## config.mk

```make
export PLATFORM = sky130hd
export DESIGN_NAME = red_pitaya_pll_supervisor
export DESIGN_NICKNAME = d
export VERILOG_FILES = /design/src/rtl/red_pitaya_pll_supervisor.sv
export SDC_FILE = /design/constraint.sdc
export NUM_CORES = 1
export LEC_CHECK = 0
export ABC_CLOCK_PERIOD_IN_PS = 8050
export BUFFER_PORTS_ARGS = -buffer_cell sky130_fd_sc_hd__buf_2
export CAP_MARGIN = 20
export CORE_MARGIN = 2
export CORE_UTILIZATION = 35
export CTS_CLUSTER_SIZE = 12
export DETAILED_ROUTE_END_ITERATION = 8
export SYNTH_ARGS = -nofsm -noshare
export SYNTH_HDL_FRONTEND = slang
export SYNTH_SLANG_ARGS = --single-unit
```

## constraint.sdc

```tcl
create_clock -name clk -period 8.05 [get_ports clk]
set_input_delay 1.2075 -clock clk [delete_from_list [all_inputs] [get_ports clk]]
set_output_delay 1.2075 -clock clk [all_outputs]
set_load 0.01 [all_outputs]
```

## src/rtl/red_pitaya_pll_supervisor.sv

```systemverilog
// Qualifies the external reference (MMCM lock + measured frequency) and releases the
// ADC/DAC datapath reset only after both have been stable for a settle interval.
module red_pitaya_pll_supervisor #(
  parameter int unsigned GATE_CYC   = 125000,
  parameter int unsigned F_MIN      = 9900,
  parameter int unsigned F_MAX      = 10100,
  parameter int unsigned SETTLE_CYC = 1024,
  parameter int unsigned CW         = 24
) (
  input  logic          clk,
  input  logic          rstn,
  input  logic          pll_locked,
  input  logic          ext_clk_i,
  input  logic          clr_i,
  output logic          rstn_out,
  output logic [CW-1:0] freq_cnt_o,
  output logic          freq_vld_o,
  output logic          ext_ok_o,
  output logic [2:0]    state_o,
  output logic          fault_o,
  output logic [7:0]    fault_cnt_o
);

  localparam int unsigned GW = (GATE_CYC > 1) ? $clog2(GATE_CYC) : 1;
  localparam int unsigned SW = $clog2(SETTLE_CYC + 1);

  typedef enum logic [2:0] {
    ST_RESET  = 3'd0,
    ST_WAIT   = 3'd1,
    ST_SETTLE = 3'd2,
    ST_RUN    = 3'd3,
    ST_FAULT  = 3'd4
  } state_t;

  function automatic logic [CW-1:0] sat_add_cw(input logic [CW-1:0] a, input logic b);
    return (a == {CW{1'b1}}) ? a : a + CW'(b);
  endfunction

  function automatic logic [7:0] sat_inc8(input logic [7:0] a);
    return (a == 8'hFF) ? a : a + 8'd1;
  endfunction

  function automatic logic in_range(input logic [CW-1:0] c);
    return (c >= CW'(F_MIN)) && (c <= CW'(F_MAX));
  endfunction

  logic          lock_m_q, lock_s_q;
  logic          ext_m_q, ext_s_q, ext_prev_q;
  logic          ext_rise;
  logic [GW-1:0] gate_q, gate_d;
  logic          gate_end;
  logic [CW-1:0] edge_cnt_q, edge_cnt_d, win_cnt;
  logic [CW-1:0] freq_cnt_q, freq_cnt_d;
  logic          freq_vld_q, freq_vld_d;
  logic          ext_ok_q, ext_ok_d;
  state_t        state_q, state_d;
  logic [SW-1:0] settle_q, settle_d;
  logic          rstn_out_q;
  logic          fault_q, fault_d;
  logic [7:0]    fault_cnt_q, fault_cnt_d;
  logic          fault_evt;
  logic          win_bad;

  assign ext_rise = ext_s_q & ~ext_prev_q;

  // The edge that lands on the terminal gate cycle belongs to the closing window.
  always_comb begin
    gate_end   = (gate_q == GW'(GATE_CYC - 1));
    gate_d     = gate_end ? '0 : gate_q + GW'(1);
    win_cnt    = sat_add_cw(edge_cnt_q, ext_rise);
    edge_cnt_d = gate_end ? '0 : win_cnt;
    freq_cnt_d = gate_end ? win_cnt : freq_cnt_q;
    freq_vld_d = gate_end;
    ext_ok_d   = gate_end ? in_range(win_cnt) : ext_ok_q;
  end

  assign win_bad = freq_vld_q & ~ext_ok_q;

  always_comb begin
    state_d   = state_q;
    settle_d  = settle_q;
    fault_evt = 1'b0;
    case (state_q)
      ST_RESET:  state_d = ST_WAIT;
      ST_WAIT: begin
        if (freq_vld_q && ext_ok_q && lock_s_q) begin
          state_d  = ST_SETTLE;
          settle_d = '0;
        end
      end
      ST_SETTLE: begin
        settle_d = settle_q + SW'(1);
        if (!lock_s_q || win_bad) state_d = ST_WAIT;
        else if (settle_d == SW'(SETTLE_CYC - 1)) state_d = ST_RUN;
      end
      ST_RUN: begin
        if (!lock_s_q || win_bad) begin
          state_d   = ST_FAULT;
          fault_evt = 1'b1;
        end
      end
      ST_FAULT:  state_d = ST_WAIT;
      default:   state_d = ST_RESET;
    endcase
  end

  // A fault arriving together with a clear must survive as a fresh first fault.
  always_comb begin
    fault_d     = fault_q;
    fault_cnt_d = fault_cnt_q;
    if (fault_evt) begin
      fault_d     = 1'b1;
      fault_cnt_d = clr_i ? 8'd1 : sat_inc8(fault_cnt_q);
    end else if (clr_i) begin
      fault_d     = 1'b0;
      fault_cnt_d = '0;
    end
  end

  always_ff @(posedge clk) begin
    if (!rstn) begin
      lock_m_q    <= 1'b0;
      lock_s_q    <= 1'b0;
      ext_m_q     <= 1'b0;
      ext_s_q     <= 1'b0;
      ext_prev_q  <= 1'b0;
      gate_q      <= '0;
      edge_cnt_q  <= '0;
      freq_cnt_q  <= '0;
      freq_vld_q  <= 1'b0;
      ext_ok_q    <= 1'b0;
      state_q     <= ST_RESET;
      settle_q    <= '0;
      rstn_out_q  <= 1'b0;
      fault_q     <= 1'b0;
      fault_cnt_q <= '0;
    end else begin
      lock_m_q    <= pll_locked;
      lock_s_q    <= lock_m_q;
      ext_m_q     <= ext_clk_i;
      ext_s_q     <= ext_m_q;
      ext_prev_q  <= ext_s_q;
      gate_q      <= gate_d;
      edge_cnt_q  <= edge_cnt_d;
      freq_cnt_q  <= freq_cnt_d;
      freq_vld_q  <= freq_vld_d;
      ext_ok_q    <= ext_ok_d;
      state_q     <= state_d;
      settle_q    <= settle_d;
      rstn_out_q  <= (state_q == ST_RUN);
      fault_q     <= fault_d;
      fault_cnt_q <= fault_cnt_d;
    end
  end

  assign rstn_out    = rstn_out_q;
  assign freq_cnt_o  = freq_cnt_q;
  assign freq_vld_o  = freq_vld_q;
  assign ext_ok_o    = ext_ok_q;
  assign state_o     = state_q;
  assign fault_o     = fault_q;
  assign fault_cnt_o = fault_cnt_q;

endmodule

```

* After elaboration in Yosys (flattened, before gate mapping)
Index checks and enable logic that the tools add are counted.
** Storage, ports and cells
- Flip-flop bits (word level) :: 96
- Latch bits :: 0
- Memory bits (writable) :: 0
- ROM bits :: 0
- Input port bits :: 5
- Output and inout port bits :: 39
- Logic and storage cells :: 67
- Memories kept :: 0
** Operators by class
- Add/sub/neg operators :: 4
- Multipliers :: 0
- Divide/modulo/power cells :: 0
- Magnitude comparators :: 2
- Equality and inequality tests :: 12
- Shifts and indexed selects :: 0
- Muxes and demuxes :: 16
- Bitwise operators :: 5
- Reduce and logical (&&, ||, !) cells :: 13
** Operator list (number)
- two-way mux 8 bit :: 4
- adder 24 x 1 -> 24 bit :: 1
- == test 24 bit, second input constant :: 1
- greater-or-equal comparator 24 x 14 -> 1 bit, second input constant :: 1
- <= comparator 24 x 14 -> 1 bit, second input constant :: 1
- two-way mux 24 bit :: 1
- case mux 11 bit (2 select lines) :: 1
- adder 17 x 1 -> 17 bit, second input constant :: 1
- == test 17 bit, second input constant :: 1
- two-way mux 3 bit :: 4
- case mux 3 bit (4 select lines) :: 1
- adder 11 x 1 -> 11 bit, second input constant :: 1
- == test 11 x 10 -> 1 bit, second input constant :: 1
- two-way mux 11 bit :: 1
- adder 8 x 1 -> 8 bit, second input constant :: 1
- == test 8 bit, second input constant :: 1
- == test 3 x 2 -> 1 bit, second input constant :: 2
- inequality test 2 bit, second input constant :: 3
- two-way mux 1 bit :: 4
- AND reduction 2 bit :: 2
- nonzero test 2 bit :: 2
- OR reduction 2 bit :: 2
- == test 3 x 1 -> 1 bit, second input constant :: 1
- == test 3 bit, second input constant :: 1
- other kinds (8) :: 13

* Depth between registers and ports, before layout
- Depth in word-level cells :: 7
- Gate-level depth with buffers :: 11

* Least setup slack after synthesis
Ideal clock, no wire load.
- Path type :: register to register
- Start point :: reg ext_s_q
- End point :: reg ext_ok_q (netlist: ext_ok_o)
- Arrival :: 2.434 ns
- Data required time :: 7.934 ns
- Setup slack :: 5.501 ns
- Stages on the path, launching flop included :: 12
- Cells stage by stage :: dfxtp_1 -> nor2b_1 -> ha_1 -> ha_1 -> nand3_1 -> nor3_1 -> nand3_1 -> o21a_1 -> nor4b_1 -> o2111ai_1 -> a32o_1 -> a31o_1
** Between the ends
- Cells in the longest elaborated chain, start to end :: 5
- Elaborated cells on any way between the ends :: 6
- Those cells by class :: add/sub (1); order compare (2); mux (1); bitwise (1); reduce/logical (1)
** RTL lines
- from (decl) :: line 48 : logic ext_m_q, ext_s_q, ext_prev_q;
- from (signal assigned) :: line 141 : ext_s_q <= ext_m_q;
- bitwise AND 1 bit * :: line 64 : assign ext_rise = ext_s_q & ~ext_prev_q;
- adder 24 x 1 -> 24 bit * :: line 36 : return (a == {CW{1'b1}}) ? a : a + CW'(b);
- two-way mux 24 bit * :: line 36
- greater-or-equal comparator 24 x 14 -> 1 bit / <= comparator 24 x 14 -> 1 bit (equally long branches) :: line 44 : return (c >= CW'(F_MIN)) && (c <= CW'(F_MAX));
- logical AND 1 bit * :: line 44
- to (signal assigned) :: line 147 : ext_ok_q <= ext_ok_d;
- to (decl) :: line 55 : logic ext_ok_q, ext_ok_d;
Mark *: on every way between the ends. The rest lies on a longest branch, timed or not.
A chain may end at the register's enable or synchronous reset.

* Final worst setup path
Ends and elaborated chain as after synthesis.

==> flow_metrics.tcl <==
set metrics [dict create \
    tritoncts "built" \
    htreeDepth 3 \
    fin_crit_sh 0.402 \
    hp-class "flop to flop" \
    hold_violations 0 \
    mostFrequentLayoutCell "dfxtp_1" \
    synth-async-reset-ratio 0 \
    worst_slew_pin_slew_ps 814 \
    ctsResizeCount 0 \
    worstPathRequired_ps 8300 \
    powerDensity_mw_per_mm2 183 \
    total_power_uw 958 \
    worstPathMaxFanout 16 \
    regArea_mm2 0.00192 \
    cts_num_sinks 96 \
    cts_hold_buf 0 \
    cp.buffers_inverters 0 \
    tns_ps 0 \
    crit_type "flop to flop" \
    numCtsBuffers 9 \
    portBuffers 43 \
    start_util 0.362 \
    drc 0 \
    io_pins 44 \
    start_kind "flop" \
    p_leak_uw 0.00226 \
    clock_path_buffers 2 \
    syn_to_final_growth_pct 13.5 \
    syn_inst 535 \
    synth-edff-count 0 \
    rrSetupSlack_ps 4820 \
    endpoint_kind "flop" \
    fmax_mhz 309 \
    diodes 0 \
    drtAntennaViolNets 0 \
    synth_area_per_cell_um2 8.60 \
    clk_pin_slew_ps 70 \
    grt_pass1_vias 3406 \
    setup_viol 0 \
    dr.first_iter.drc_count 249 \
    final_cell_mix "96 x dfxtp_1, 69 x nor2_1, 63 x nand2_1, 43 x buf_2, 25 x nand3_1" \
    critPathArrivalTime_ps 3490 \
    dr_wl_met2_mm 4.37 \
    antenna_found_initial 0 \
    drv_slew 0 \
    clk_latency_ps 350 \
    overflow 0 \
    row_count 41 \
    routed.top_layer "met4" \
    ys_warn_count 0 \
    syn_area_mm2 0.00460 \
    peakVddDrop_mv 0.0940 \
    fillers 1319 \
    cp_slowest_cell "ha_1" \
    crit_path_cell_trace "nor2b_1, ha_1, ha_1, nand3_1, nor3_1, nand3_1, o21a_1, nor4b_1, o2111ai_1, a32o_1, a31o_1" \
    gp_congestion 0.891 \
    fin_nets 571 \
    ys.flop_type "dfxtp_1" \
    critPathTopFamily "simple AND/OR/NAND/NOR gates" \
    core_area_mm2 0.0127 \
    grtUsageTotal 0.145 \
    min_period_ps 3230 \
    wl_met1_mm 4.94 \
    firstDrtPassIters 4 \
    vias 3754 \
    die_x_um 119 \
    drive_gt1_frac 0.138 \
    dieArea_mm2 0.0141 \
    dp_hpwl_mm 6.89 \
    grt_pass1_wl_mm 16.5 \
    slowest_delay_ps 540 \
    cap_violations 0 \
    synth_seq_cells 96 \
    avgRoutedWirePerCell_um 13.5 \
    syn-num-nets 546 \
    relSlewSlack 0.457 \
    multiInputGateArea_mm2 0.00248 \
    wl_met3_um 411 \
    via_per_inst 5.09 \
    route.final.wire_length_mm 9.95 \
    yosys.cell_types.count 63 \
    clockRootBuffer "clkbuf_16" \
    die_h_um 119 \
    skew_ps 10.7 \
    grt_start_max_net_pins 50 \
    status "finished clean" \
    ys_seq_area_frac 0.418 \
    rsz0062_at_grt "no" \
    post_cts_buffers 0 \
    fin_util 0.410 \
]
[cells in the mapped netlist (2+ instances only)]
| library cell | n | share of area |
|---|---|---|
| nand4_1 | 16 | 0.022 |
| o2111ai_1 | 2 | 0.0038 |
| nor4b_1 | 3 | 0.0057 |
| o21ai_0 | 12 | 0.013 |
| nand3_1 | 25 | 0.027 |
| a211oi_1 | 2 | 0.0033 |
| a22oi_1 | 2 | 0.0033 |
| a21o_1 | 3 | 0.0049 |
| or2_2 | 3 | 0.0041 |
| and2_1 | 17 | 0.023 |
| and3_1 | 12 | 0.016 |
| nor2b_1 | 8 | 0.011 |
| ha_1 | 6 | 0.016 |
| o21ai_1 | 2 | 0.0022 |
| xor2_1 | 19 | 0.036 |
| mux2i_1 | 6 | 0.013 |
| o211ai_1 | 2 | 0.0033 |
| nor3_1 | 9 | 0.0098 |
| a2111oi_2 | 2 | 0.0065 |
| dfxtp_1 | 96 | 0.42 |
| o22ai_1 | 2 | 0.0027 |
| nor2_1 | 69 | 0.056 |
| buf_4 | 4 | 0.0065 |
| and4_1 | 4 | 0.0076 |
| clkbuf_1 | 20 | 0.016 |
| buf_2 | 4 | 0.0044 |
| nand2_1 | 63 | 0.051 |
| inv_1 | 13 | 0.011 |
| nor4bb_1 | 2 | 0.0044 |
| nor2_2 | 2 | 0.0027 |
| o21a_1 | 4 | 0.0065 |
| nor4_1 | 4 | 0.0054 |
| a31oi_1 | 2 | 0.0027 |
| o211a_1 | 23 | 0.050 |
| nand2b_1 | 5 | 0.0068 |
| xnor2_1 | 23 | 0.044 |
| a21oi_1 | 13 | 0.014 |
| or3_1 | 5 | 0.0068 |
| o221a_2 | 2 | 0.0049 |
[path summary, 6_finish.rpt]
kind | startpoint | end | depth (start not counted)
max | ext_s_q | ext_ok_o | 11
min | lock_m_q | lock_s_q | 1
max reg2reg | ext_s_q | ext_ok_o | 11
min reg2reg | lock_m_q | lock_s_q | 1
[cell type report]
| cell class | count | area share |
|---|---|---|
| Clock buffer | 9 | 0.0431 |
| Inverter | 13 | 0.00935 |
| Sequential cell | 96 | 0.368 |
| Clock inverter | 7 | 0.0185 |
| Multi-Input combinational cell | 395 | 0.476 |
| Tap cell | 172 | 0.0412 |
| Timing Repair Buffer | 45 | 0.0441 |
[where the power goes]
group / internal [uW] / leakage, uW / switching [uW]
sequential: 478 / 0.000775 / 2.61
combinational: 5.14 / 0.00134 / 11.4
clock: 272 / 0.000148 / 189
[metrics by stage]
stage	hold slack (ps)	cells	setup WS (ps)	area, um2
2_1_floorplan	412	535	5500	4600
3_3_place_gp	428	721	5020	4900
3_5_place_dp	426	721	4890	4900
4_1_cts	444	737	4850	5220
5_1_grt	461	737	4550	5220
6_report	437	737	4820	5220
[cell families (layout without fill, tap and decap cells)]
| group | count (synthesis) | in the layout | share of synthesized area |
|---|---|---|---|
| buffers and inverters | 44 | 74 | 0.0422 |
| muxes | 6 | 6 | 0.0131 |
| AOI/OAI and AO/OA | 84 | 84 | 0.144 |
| adders and majority gates | 6 | 6 | 0.0163 |
| and+or+nand+nor | 257 | 257 | 0.286 |
| xor gates and xnor gates | 42 | 42 | 0.0800 |
| DFF | 96 | 96 | 0.418 |
[per-layer routing]
metal  up-vias  GRT usage
met5         -          0
met4         0     0.0699
met3        18     0.0285
met2        73      0.221
met1      1748      0.197
li1       1915          -
[state kept, by name, summed over array words and instances (netlist names)]
signal and count:
lock_m_q 1, ext_m_q 1, freq_vld_o 1, state_o 3, fault_cnt_o 8, ext_s_q 1, freq_cnt_o 24, lock_s_q 1
gate_q 17, edge_cnt_q 24, settle_q 11, ext_ok_o 1, rstn_out 1, ext_prev_q 1, fault_o 1
No activity file was read; power rests on OpenSTA's default activity.
